<file path="config.mk">
export PLATFORM = sky130hd
export DESIGN_NAME = seq_bit_serializer_flat
export DESIGN_NICKNAME = d
export VERILOG_FILES = /design/src/rtl/seq_bit_serializer_if.sv /design/src/rtl/seq_bit_serializer.sv /design/src/flat_wrapper.sv
export SDC_FILE = /design/constraint.sdc
export NUM_CORES = 1
export LEC_CHECK = 0
export CAP_MARGIN = 10
export CORE_MARGIN = 1.5
export CORE_UTILIZATION = 35
export CTS_CLUSTER_DIAMETER = 120
export DETAILED_ROUTE_END_ITERATION = 10
export SKIP_CTS_REPAIR_TIMING = 1
export SLEW_MARGIN = 5
export SYNTH_ARGS = -nofsm -noshare
export SYNTH_HDL_FRONTEND = slang
export SYNTH_SLANG_ARGS = --single-unit
export TNS_END_PERCENT = 1
</file>
<file path="constraint.sdc">
create_clock -name clk -period 1.91 [get_ports clk]
set_input_delay 0.2865 -clock clk [delete_from_list [all_inputs] [get_ports clk]]
set_output_delay 0.2865 -clock clk [all_outputs]
set_load 0.005 [all_outputs]
</file>
<file path="src/rtl/seq_bit_serializer_if.sv">
// Word-in / bit-out bundle for the serializer: parallel word handshake plus
// the serial bit stream toward the sequence detector.
interface seq_bit_serializer_if #(
    parameter int DATA_W = 8
) ();
    logic [DATA_W-1:0] s_data;
    logic              s_valid;
    logic              s_ready;
    logic              bit_en;
    logic              bit_out;
    logic              bit_valid;
    logic              word_start;
    logic              busy;

    // Word handshake: a word transfers on the rising edge where s_valid && s_ready.
    // s_valid may drop at any time without a transfer; s_ready is combinational.
    // A serial bit is consumed on the rising edge where bit_valid && bit_en.
    modport master (
        output s_data, s_valid, bit_en,
        input  s_ready, bit_out, bit_valid, word_start, busy
    );

    modport slave (
        input  s_data, s_valid, bit_en,
        output s_ready, bit_out, bit_valid, word_start, busy
    );
endinterface

</file>
<file path="src/rtl/seq_bit_serializer.sv">
// Parallel-to-serial feeder for the 1011 detector: gapless back-to-back words,
// bit rate throttled by bit_en, configurable bit order and idle level.
module seq_bit_serializer #(
    parameter int   DATA_W    = 8,
    parameter bit   MSB_FIRST = 1'b1,
    parameter logic IDLE_BIT  = 1'b0
) (
    input  logic                 clk,
    input  logic                 rst,
    seq_bit_serializer_if.slave  bus
);
    localparam int CW = $clog2(DATA_W);
    localparam logic [CW-1:0] LAST = CW'(DATA_W - 1);

    typedef enum logic {
        IDLE  = 1'b0,
        SHIFT = 1'b1
    } state_t;

    state_t            state, state_n;
    logic [CW-1:0]     cnt, cnt_n;
    logic [DATA_W-1:0] sreg, sreg_n;
    logic              bit_out, bit_out_n;
    logic              bit_valid, bit_valid_n;
    logic              word_start, word_start_n;

    logic              last;
    logic              ready;
    logic              accept;
    logic              first_bit;
    logic              next_bit;
    logic [DATA_W-1:0] load_sreg;
    logic [DATA_W-1:0] shift_sreg;

    // sreg only holds the bits not yet presented; bit_out carries the current one.
    always_comb begin
        if (MSB_FIRST) begin
            first_bit  = bus.s_data[DATA_W-1];
            load_sreg  = bus.s_data << 1;
            next_bit   = sreg[DATA_W-1];
            shift_sreg = sreg << 1;
        end else begin
            first_bit  = bus.s_data[0];
            load_sreg  = bus.s_data >> 1;
            next_bit   = sreg[0];
            shift_sreg = sreg >> 1;
        end
    end

    assign last   = (cnt == LAST);
    assign ready  = (state == IDLE) || ((state == SHIFT) && last && bus.bit_en);
    assign accept = ready && bus.s_valid;

    always_comb begin
        state_n      = state;
        cnt_n        = cnt;
        sreg_n       = sreg;
        bit_out_n    = bit_out;
        bit_valid_n  = bit_valid;
        word_start_n = word_start;

        if (accept) begin
            state_n      = SHIFT;
            cnt_n        = '0;
            sreg_n       = load_sreg;
            bit_out_n    = first_bit;
            bit_valid_n  = 1'b1;
            word_start_n = 1'b1;
        end else begin
            case (state)
                IDLE: begin
                    bit_out_n    = IDLE_BIT;
                    bit_valid_n  = 1'b0;
                    word_start_n = 1'b0;
                end
                SHIFT: begin
                    if (bus.bit_en) begin
                        if (!last) begin
                            cnt_n        = cnt + 1'b1;
                            sreg_n       = shift_sreg;
                            bit_out_n    = next_bit;
                            word_start_n = 1'b0;
                        end else begin
                            state_n      = IDLE;
                            cnt_n        = '0;
                            bit_out_n    = IDLE_BIT;
                            bit_valid_n  = 1'b0;
                            word_start_n = 1'b0;
                        end
                    end
                end
                default: begin
                    state_n = IDLE;
                end
            endcase
        end
    end

    always_ff @(posedge clk) begin
        if (rst) begin
            state      <= IDLE;
            cnt        <= '0;
            sreg       <= '0;
            bit_out    <= IDLE_BIT;
            bit_valid  <= 1'b0;
            word_start <= 1'b0;
        end else begin
            state      <= state_n;
            cnt        <= cnt_n;
            sreg       <= sreg_n;
            bit_out    <= bit_out_n;
            bit_valid  <= bit_valid_n;
            word_start <= word_start_n;
        end
    end

    assign bus.s_ready    = ready;
    assign bus.bit_out    = bit_out;
    assign bus.bit_valid  = bit_valid;
    assign bus.word_start = word_start;
    assign bus.busy       = (state == SHIFT);
endmodule

</file>
<file path="src/flat_wrapper.sv">
// flat-port wrapper written by rule: the top's interface ports become plain ports
module seq_bit_serializer_flat 
#(
    parameter int   DATA_W    = 8,
    parameter bit   MSB_FIRST = 1'b1,
    parameter logic IDLE_BIT  = 1'b0
)
  (clk, rst, bus_s_data, bus_s_valid, bus_bit_en, bus_s_ready, bus_bit_out, bus_bit_valid, bus_word_start, bus_busy);
  seq_bit_serializer_if #(.DATA_W(DATA_W)) bus_i ();
  input  logic clk;
  input  logic rst;
  input wire logic [$bits(bus_i.s_data)-1:0] bus_s_data;
  input wire logic [$bits(bus_i.s_valid)-1:0] bus_s_valid;
  input wire logic [$bits(bus_i.bit_en)-1:0] bus_bit_en;
  output wire logic [$bits(bus_i.s_ready)-1:0] bus_s_ready;
  output wire logic [$bits(bus_i.bit_out)-1:0] bus_bit_out;
  output wire logic [$bits(bus_i.bit_valid)-1:0] bus_bit_valid;
  output wire logic [$bits(bus_i.word_start)-1:0] bus_word_start;
  output wire logic [$bits(bus_i.busy)-1:0] bus_busy;
  assign bus_i.s_data = bus_s_data;
  assign bus_i.s_valid = bus_s_valid;
  assign bus_i.bit_en = bus_bit_en;
  assign bus_s_ready = bus_i.s_ready;
  assign bus_bit_out = bus_i.bit_out;
  assign bus_bit_valid = bus_i.bit_valid;
  assign bus_word_start = bus_i.word_start;
  assign bus_busy = bus_i.busy;
  seq_bit_serializer #(.DATA_W(DATA_W), .MSB_FIRST(MSB_FIRST), .IDLE_BIT(IDLE_BIT)) u_core (.clk(clk), .rst(rst), .bus(bus_i));
endmodule
</file>
==> results.json <==
{
  "outcome": "finished, final reports clean",
  "yosys_warnings": 0,
  "groute.usage.overall_pct": 14.6,
  "pwr_density_cell_mw_per_mm2": 718,
  "worst_pin_slew_ns": 0.503,
  "clkTransAtPathRegs_ns": 0.08,
  "synthDominantAreaCellType": "dfxtp_1",
  "antenna_found_initial": 0,
  "routed_length_per_placed_instance_um": 12.1,
  "drt-initial-drc-count": 14,
  "drt-vias-per-instance": 5.05,
  "std_cell_rows": 15,
  "portBuffers": 16,
  "grt_use_met2_pct": 23.6,
  "seq_area_frac_synth_pct": 43.5,
  "hold_violations": 0,
  "cellLeakagePower_nw": 0.351,
  "worst-path-buf-inv": 0,
  "gr-usage-met1_pct": 17.8,
  "htree_num_levels": 1,
  "final-max-slew-violation-count": 0,
  "fill_count": 177,
  "cts_tree": "built",
  "post_synth_main_area_contributors": "dfxtp_1 (43%), mux2i_1 (11%), a211oi_1 (8.2%), nor3_1 (4.7%), ha_1 (3.9%)",
  "timing.critical_path.required_ns": 2.09,
  "clock-root-buffer": "clkbuf_4",
  "worstSetupEndpointType": "register",
  "grt_setup_unrepaired": "false",
  "chipWidth_um": 45.9,
  "ctsLongestPathBuffers": 2,
  "synth_cells": 67,
  "floorplan.die_area_mm2": 0.00211,
  "fmax_ghz": 0.594,
  "crit_family": "simple AND/OR/NAND/NOR gates",
  "ir_worst_vdd_v": 0.000412,
  "critical_path.max_fanout": 7,
  "report.power.total_mw": 0.636,
  "critical_path.max_stage_delay_ns": 0.41,
  "setup_viol": 0,
  "syn_avg_cell_area_um2": 9.62,
  "drcViolationCount": 0,
  "area_delta_synth_final_pct": 37.5,
  "floorplan.initialDensity_pct": 37.3,
  "die_y_um": 45.9,
  "first_global_vias": 531,
  "drt_first_pass_iters": 4,
  "post-dp-hpwl_um": 944,
  "cts.sink_count": 14,
  "wire_length_of_the_first_global_routing_pass_mm": 2.17,
  "max_cap_viol_count": 0,
  "most-common-layout-cells": "clkdlybuf4s50_1 (15), dfxtp_1 (13), mux2i_1 (7), a211oi_1 (7), nor3_1 (6)",
  "tritoncts.num_buffers": 3,
  "maximum_number_of_pins_on_one_net_before_global_route_repair": 15,
  "grt.busiest_layer": "met2",
  "area_of_the_mapped_netlist_um2": 644,
  "timing.clock.skew_ns": 0.00378,
  "hp-class": "register to register",
  "drt-total-wl_mm": 1.35,
  "cpMaxStageDelayCell": "nand3b_1",
  "post_route_cells_drive_above_1_share_pct": 14.0,
  "final.setup.tns_ns": 0,
  "route.vias.total": 560,
  "crit_path_cell_trace": "ha_2 -> ha_4 -> nand3b_1 -> mux2i_1 -> a211oi_1",
  "worst_slew_margin_rel_pct": 66.4,
  "layout.cells.most_common": "clkdlybuf4s50_1",
  "worst_skew_pair.late_latency_ns": 0.27,
  "yosysUniqueCellTypes": 23,
  "globalRoute.totalOverflow": 0,
  "setup.worst_path.start_class": "register",
  "antenna_violating_nets_post_route": 0,
  "layout_min_cycle_time_ns": 1.68,
  "antenna-diode-count": 0,
  "syn_nets": 81,
  "synth_largest_type_area_fraction_pct": 43.5,
  "finalNetCount": 101,
  "ios": 17,
  "routing_usage_on_met3_pct": 3.97,
  "core_region_area_mm2": 0.00173,
  "criticalPathCategory": "register to register",
  "arrival_ns": 1.87,
  "tcrit_tclk_final_pct": 88.2,
  "globalplace.congestion": 0.781,
  "seq_cells_post_synth": 14
}
==> path summary, 6_finish.rpt <==
check	end	slack, ns	start	depth (start not counted)
max reg2reg	u_core.sreg[5]	0.23	u_core.cnt[0]	5
max	u_core.sreg[5]	0.23	u_core.cnt[0]	5
min	u_core.bus.bit_valid	0.47	u_core.bus.bit_valid	2
min reg2reg	u_core.bus.bit_valid	0.47	u_core.bus.bit_valid	2
==> through the flow <==
| stage | cell area (um^2) | util [%] | hold slack, ns | worst slack (ns) | instances |
|---|---|---|---|---|---|
| floorplan | 644 | - | 0.359 | 0.436 | 67 |
| global placement | 831 | 48.1 | 0.450 | 0.187 | 107 |
| detailed placement | 831 | 48.1 | 0.453 | 0.142 | 107 |
| CTS | 867 | 50.2 | 0.472 | -0.105 | 111 |
| global route | 886 | 51.3 | 0.483 | 0.107 | 111 |
| finish | 886 | 51.3 | 0.467 | 0.225 | 111 |
==> cells in the mapped netlist <==
master,number
nand4b_1,1
nor3_1,6
nand3_1,4
buf_4,1
o211ai_1,1
buf_2,1
a211oi_1,7
a21oi_1,4
buf_6,1
inv_2,1
clkbuf_1,1
mux2i_1,7
nor2_1,2
a32oi_1,1
a21boi_4,1
a221oi_1,2
dfxtp_1,14
ha_1,2
nand3b_1,1
nand2_1,5
nor3b_1,1
inv_1,2
o21ai_0,1
==> registers in the layout (all words and copies together) (netlist names) <==
name / cells
u_core.sreg: 7
u_core.cnt: 3
u_core.bus.bit_out: 1
u_core.bus.bit_valid: 1
u_core.bus.busy: 1
u_core.bus.word_start: 1
==> cells by family (layout without fill, tap and decap cells) <==
family / count (synthesis) / in the layout / share of synthesized area [%]
compound gates: 17 / 17 / 20.2
fa+ha+maj: 2 / 2 / 3.88
buf+inv: 7 / 26 / 6.02
flops: 14 / 14 / 43.5
mux: 7 / 7 / 10.9
simple gates: 20 / 20 / 15.5
==> area by class of cell <==
type / instances / area, um^2 / share of cell area [%]
inverter: 3 / 11.3 / 1.27
clock buffer: 4 / 36.3 / 4.10
tap: 25 / 31.3 / 3.53
timing repair buffer: 19 / 185 / 20.9
multi-input combinational: 46 / 340 / 38.4
sequential: 14 / 282 / 31.8
==> worst register-to-register path, stage by stage, from the launching register on <==
cell and delay, ns:
dfxtp_2 0.34, ha_2 0.19, ha_4 0.18, nand3b_1 0.41, mux2i_1 0.22, a211oi_1 0.26
==> where the power goes <==
| group | internal [mW] | switching [mW] | total [mW] |
|---|---|---|---|
| sequential | 0.311 | 0.0126 | 0.323 |
| combinational | 0.0601 | 0.0451 | 0.105 |
| clock | 0.116 | 0.0921 | 0.208 |
| total | 0.486 | 0.150 | 0.636 |
==> routing by layer <==
metal  share of wire [%]  wire length, um
met5                   0                0
met1                  46              614
met3                 5.9               80
met4                0.37                5
met2                  48              644
Power figures use the tool's default switching activity.
